**src/rtl/mem_stage.sv**
```systemverilog
// mem_stage: memory-access stage between execute and write-back.
// Owns the data memory and performs the loads and stores addressed by ACIn.
// Holds the MEM/WB pipeline register that feeds write-back directly.
// A wait-state counter (MEM_WAIT, 0..3) models a slow memory and raises busy
// while an access is outstanding.
//
// Ports
//   clock, reset      rising-edge clock, asynchronous active-low reset
//   stallIn           freeze: MEM/WB, counter and memory all hold
//   flush             synchronous squash (priority over stallIn)
//   validIn           execute presents an instruction
//   WRIn/RMIn/MRIn/MWIn, ACIn, storeData, rdIn   instruction fields
//   busy              stage is in a wait state; execute must hold
//   validOut, WR, RM, ACOUT, MEMOUT, rd           MEM/WB register to write-back
module mem_stage #(
  parameter int ADDR_W   = 8,
  parameter int MEM_WAIT = 0
) (
  input  logic       clock,
  input  logic       reset,
  input  logic       stallIn,
  input  logic       flush,
  input  logic       validIn,
  input  logic       WRIn,
  input  logic       RMIn,
  input  logic       MRIn,
  input  logic       MWIn,
  input  logic [7:0] ACIn,
  input  logic [7:0] storeData,
  input  logic [1:0] rdIn,
  output logic       busy,
  output logic       validOut,
  output logic       WR,
  output logic       RM,
  output logic [7:0] ACOUT,
  output logic [7:0] MEMOUT,
  output logic [1:0] rd
);

  localparam logic [1:0] WAIT_CNT = 2'(MEM_WAIT);

  typedef enum logic {IDLE = 1'b0, WAIT = 1'b1} state_e;

  typedef struct packed {
    logic       wr;
    logic       rm;
    logic       mr;
    logic       mw;
    logic [7:0] ac;
    logic [7:0] sd;
    logic [1:0] rd;
  } op_t;

  state_e     state_q, state_d;
  logic [1:0] cnt_q, cnt_d;
  op_t        op_q, op_d;
  op_t        in_op, cop;      // cop: the op completing on this edge
  logic       accept, done, bubble, we;
  logic [ADDR_W-1:0] addr;
  logic [7:0] rdata;

  logic [7:0] mem_q [0:(1<<ADDR_W)-1];

  logic       valid_q, wr_q, rm_q;
  logic [7:0] ac_q, memout_q;
  logic [1:0] rd_q;

  always_comb begin
    in_op = '{wr: WRIn, rm: RMIn, mr: MRIn, mw: MWIn,
              ac: ACIn, sd: storeData, rd: rdIn};
  end

  assign accept = validIn & ~busy & ~stallIn & ~flush;

  // State register (also the latched instruction for a waiting access)
  always_ff @(posedge clock or negedge reset) begin
    if (!reset) begin
      state_q <= IDLE;
      cnt_q   <= 2'd0;
      op_q    <= '0;
    end else begin
      state_q <= state_d;
      cnt_q   <= cnt_d;
      op_q    <= op_d;
    end
  end

  // Next-state logic; also decides whether this edge completes or bubbles.
  always_comb begin
    state_d = state_q;
    cnt_d   = cnt_q;
    op_d    = op_q;
    done    = 1'b0;
    bubble  = 1'b0;
    cop     = in_op;
    case (state_q)
      IDLE: begin
        if (flush) begin
          bubble = 1'b1;
        end else if (!stallIn) begin
          if (accept && (!(in_op.mr | in_op.mw) || MEM_WAIT == 0)) begin
            done = 1'b1;
          end else if (accept) begin
            state_d = WAIT;
            cnt_d   = WAIT_CNT;
            op_d    = in_op;
            bubble  = 1'b1;
          end else begin
            bubble = 1'b1;
          end
        end
      end
      WAIT: begin
        if (flush) begin
          // abort: nothing is written
          state_d = IDLE;
          cnt_d   = 2'd0;
          bubble  = 1'b1;
        end else if (!stallIn) begin
          if (cnt_q == 2'd1) begin
            done    = 1'b1;
            cop     = op_q;
            state_d = IDLE;
            cnt_d   = 2'd0;
          end else begin
            cnt_d  = cnt_q - 2'd1;
            bubble = 1'b1;
          end
        end
      end
      default: begin
        state_d = IDLE;
        cnt_d   = 2'd0;
      end
    endcase
  end

  // Output logic
  always_comb begin
    busy = (state_q == WAIT);
  end

  // Data memory: read is pre-edge contents; MR&MW together is a store.
  assign addr  = cop.ac[ADDR_W-1:0];
  assign rdata = mem_q[addr];
  assign we    = done & cop.mw;

  always_ff @(posedge clock) begin
    if (we) mem_q[addr] <= cop.sd;
  end

  // MEM/WB register; a bubble clears only validOut and WR.
  always_ff @(posedge clock or negedge reset) begin
    if (!reset) begin
      valid_q  <= 1'b0;
      wr_q     <= 1'b0;
      rm_q     <= 1'b0;
      ac_q     <= 8'h00;
      memout_q <= 8'h00;
      rd_q     <= 2'd0;
    end else if (done) begin
      valid_q <= 1'b1;
      wr_q    <= cop.wr;
      rm_q    <= cop.rm;
      ac_q    <= cop.ac;
      rd_q    <= cop.rd;
      if (cop.mw)      memout_q <= cop.sd;
      else if (cop.mr) memout_q <= rdata;
    end else if (bubble) begin
      valid_q <= 1'b0;
      wr_q    <= 1'b0;
    end
  end

  assign validOut = valid_q;
  assign WR       = wr_q;
  assign RM       = rm_q;
  assign ACOUT    = ac_q;
  assign MEMOUT   = memout_q;
  assign rd       = rd_q;

endmodule

```
**config.mk**
```make
export PLATFORM = sky130hd
export DESIGN_NAME = mem_stage
export DESIGN_NICKNAME = d
export VERILOG_FILES = /design/src/rtl/mem_stage.sv
export SDC_FILE = /design/constraint.sdc
export NUM_CORES = 2
export LEC_CHECK = 0
export CELL_PAD_IN_SITES_DETAIL_PLACEMENT = 1
export CELL_PAD_IN_SITES_GLOBAL_PLACEMENT = 1
export CORE_MARGIN = 8
export CORE_UTILIZATION = 37
export DETAILED_ROUTE_END_ITERATION = 8
export PLACE_DENSITY = 0.59
export SLEW_MARGIN = 40
export SYNTH_ARGS = -nofsm -noshare
export SYNTH_HDL_FRONTEND = slang
export SYNTH_SLANG_ARGS = --single-unit
```
**constraint.sdc**
```tcl
create_clock -name clock -period 7.9 [get_ports clock]
set_input_delay 1.58 -clock clock [delete_from_list [all_inputs] [get_ports clock]]
set_output_delay 1.58 -clock clock [all_outputs]
set_load 0.03 [all_outputs]
```
==> results.sh <==
export IMPL_p_clk_share_pct=42.7
export IMPL_hold_viol_final=0
export IMPL_synthTopCellsByArea="edfxtp_1, mux2i_1, mux4_2, nor2_1, a21oi_1"
export IMPL_fmax_mhz=168.9
export IMPL_cts_root_buf="clkbuf_16"
export IMPL_worst_pin_slew_ns=1.017
export IMPL_critical_path_required_ns=8.60
export IMPL_critPathLaunchType="input pin"
export IMPL_dieArea_um2=242500
export IMPL_netlist_area_leader_share_pct=73.22
export IMPL_fp_dieW_um=492.4
export IMPL_ys_flop_type="edfxtp_1"
export IMPL_r2r_setup_slack_ns=2.76
export IMPL_finalCritPeriodShare_pct=74.96
export IMPL_max_slew_margin_rel_pct=32.22
export IMPL_p_seq_share_pct=51.1
export IMPL_ys_async_sr_fraction_pct=1.158
export IMPL_ioPinCount=49
export IMPL_synth_area_um2=83990
export IMPL_vias=51847
export IMPL_power_density_nw_per_um2=246.7
export IMPL_peakVddDrop_uv=162.0
export IMPL_drive_gt1_share_pct=16.88
export IMPL_core_um2=226600
export IMPL_p_leak_nw=30.86
export IMPL_io_buffer_count=48
export IMPL_clk_latency_ns=0.89
export IMPL_track_usage_pct=23.81
export IMPL_cts_resized=0
export IMPL_grt_pass1_vias=52238
export IMPL_dr_pass1_iters=8
export IMPL_cts_setup_buffers=0
export IMPL_fin_crit_ns=5.922
export IMPL_slew_violations=0
export IMPL_start_util_pct=37.06
export IMPL_rsz0062_at_grt="no"
export IMPL_yosys_warnings=0
export IMPL_skew_ns=0.04624
export IMPL_grt_ovfl_total=0
export IMPL_synth_edf_count=2048
export IMPL_critPathCaptureType="register"
export IMPL_grt_pass1_wl_mm=415.8
export IMPL_first_iter_violations=6506
export IMPL_p_switching_w=0.005508
export IMPL_p_int_w=0.01825
export IMPL_seq_area_frac_synth_pct=73.94
export IMPL_nNetsFinal=5491
export IMPL_cts_tree="done"
export IMPL_criticalPathCategory="input pin to register"
export IMPL_drtAntennaViolNets=0
export IMPL_preCtsSetupSlack_ns=1.431
export IMPL_avgRoutedWirePerCell_um=34.37
export IMPL_drc=0
export IMPL_cts_sinks=2072
export IMPL_htree_levels=4
export IMPL_clockBufferDepth=3
export IMPL_gp_congestion=0.8960
export IMPL_status="complete, no violations"
export IMPL_yosys_area_top_type="edfxtp_1"
export IMPL_synth_net_count=5410
export IMPL_switching_share_pct=23.19
export IMPL_cts_made_buffers=220
export IMPL_area_growth_pct=14.63
export IMPL_drt_wl_total_mm=297.6
export IMPL_syn_inst=5382
export IMPL_setup_viol=0
export IMPL_comb_power_share_pct=6.3
export IMPL_std_cell_rows=175
export IMPL_dp_hpwl_mm=183.6
export IMPL_post_synth_num_cell_types=74
export IMPL_grt_max_degree=128
export IMPL_syn_area_per_cell_um2=15.61
export IMPL_ys_seq_elements=2072
export IMPL_drv_cap=0
export IMPL_fin_tns_setup_ns=0
export IMPL_min_delay_path_class="register to register"
export IMPL_hold_buffers=0
export IMPL_crit_fanout=22
export IMPL_antenna_found_initial=20
export IMPL_critPathArrivalTime_ns=6.62
export IMPL_viasPerCell=5.987
export IMPL_clkSlewWorstSetupHoldPaths_ns=0.06
export IMPL_setup_ws_ns=1.978
export IMPL_fp_dieH_um=492.4
[critical path, stage by stage]
cell and delay (ns):
clkdlybuf4s50_1 0.62, nand4bb_4 0.88, buf_4 0.47, nand2_1 0.36, or3_1 0.19, buf_4 0.34
a21oi_1 0.26, or4_1 0.62, a211o_1 0.33, nor4b_1 0.72, a31oi_1 0.19
[worst paths after layout]
check                                     start                    end  depth (start not counted)
max reg2reg                cnt_q[1]$_DFFE_PN0P_  MEMOUT[1]$_DFFE_PN0P_                         12
min                        ACOUT[1]$_DFFE_PN0P_   ACOUT[1]$_DFFE_PN0P_                          2
min in group asynchronous                 reset  MEMOUT[5]$_DFFE_PN0P_                          1
max in group asynchronous                 reset  MEMOUT[4]$_DFFE_PN0P_                          1
max                                     stallIn  MEMOUT[1]$_DFFE_PN0P_                         11
min reg2reg                ACOUT[1]$_DFFE_PN0P_   ACOUT[1]$_DFFE_PN0P_                          2
[area by class of cell]
class / count / area (um2)
diodes: 4 / 10.01
clock buffers: 276 / 5821
clock inverters: 130 / 1156
fillers: 22173 / 130300
inverters: 120 / 457.9
multi-input cells: 2788 / 20410
flip-flops and latches: 2072 / 62100
well taps: 3009 / 3765
repair buffers: 261 / 2561
[layer usage]
metal,global-route usage (%),vias to the layer above,wire length (um)
li1,-,21371,-
met1,32.22,27677,123400
met2,37.44,2272,136700
met3,5.482,525,24600
met4,9.299,2,12900
met5,0,-,13
[cell usage after synthesis (91+ instances only)]
| cell | n |
|---|---|
| clkbuf_1 | 160 |
| inv_1 | 116 |
| a21oi_1 | 288 |
| o22ai_1 | 117 |
| buf_2 | 175 |
| nand2b_1 | 91 |
| o21ai_0 | 142 |
| nor2_1 | 541 |
| edfxtp_1 | 2048 |
| mux2_2 | 93 |
| mux2i_1 | 291 |
| mux4_2 | 123 |
| a31oi_1 | 105 |
| nand2_1 | 226 |
[power groups by stage]
stage | combinational [W] | sequential [W] | clock (W)
finish | 0.00149 | 0.0121 | 0.0101
global route | 0.00153 | 0.0121 | 0.0106
CTS | 0.00146 | 0.0121 | 0.0103
detailed placement | 0.00146 | 0.0124 | 0
global placement | 0.00143 | 0.0124 | 0
floorplan | 0.000694 | 0.0124 | 0
[layout by cell type, fill, tap and decap left out, drive strengths merged, types with 91 or more instances in the layout]
cell type / Yosys / final
nand2: 226 / 226
nor2: 543 / 543
mux2: 93 / 93
o22ai: 117 / 117
mux4: 123 / 123
clkbuf: 160 / 276
inv: 117 / 123
a21oi: 288 / 288
edfxtp: 2048 / 2048
mux2i: 291 / 291
nand2b: 91 / 91
a31oi: 105 / 105
clkinv: 3 / 104
buf: 242 / 219
o21ai: 145 / 145
[cells by family (layout without fill, tap and decap cells)]
family	count (synthesis)	count (layout)	share of synthesized area [%]
simple gates	1073	1073	5.624
mux	507	507	8.013
flops	2072	2072	73.94
compound gates	1207	1207	9.768
other cells	0	4	0
buf+inv	522	787	2.643
fa+ha+maj	1	1	0.01489
[state kept, by name, summed over array words and instances, names as in the netlist]
register	flops
mem_q	2048
ACOUT	8
MEMOUT	8
cnt_q	2
rd	2
RM	1
WR	1
busy	1
validOut	1
[through the flow]
step           hold slack [ns]  std cells  util (%)  cell area [um2]  total power, W
6_report                0.5219       8660     42.49            96280         0.02375
5_1_grt                 0.5440       8657     42.48            96270         0.02427
3_3_place_gp            0.5062       8240     39.09            88590         0.01379
2_1_floorplan           0.5281       5382         -            83990         0.01311
4_1_cts                 0.5281       8653     42.37            96010         0.02387
3_5_place_dp            0.5200       8247     39.29            89030         0.01382
No activity file was read; power rests on OpenSTA's default activity.
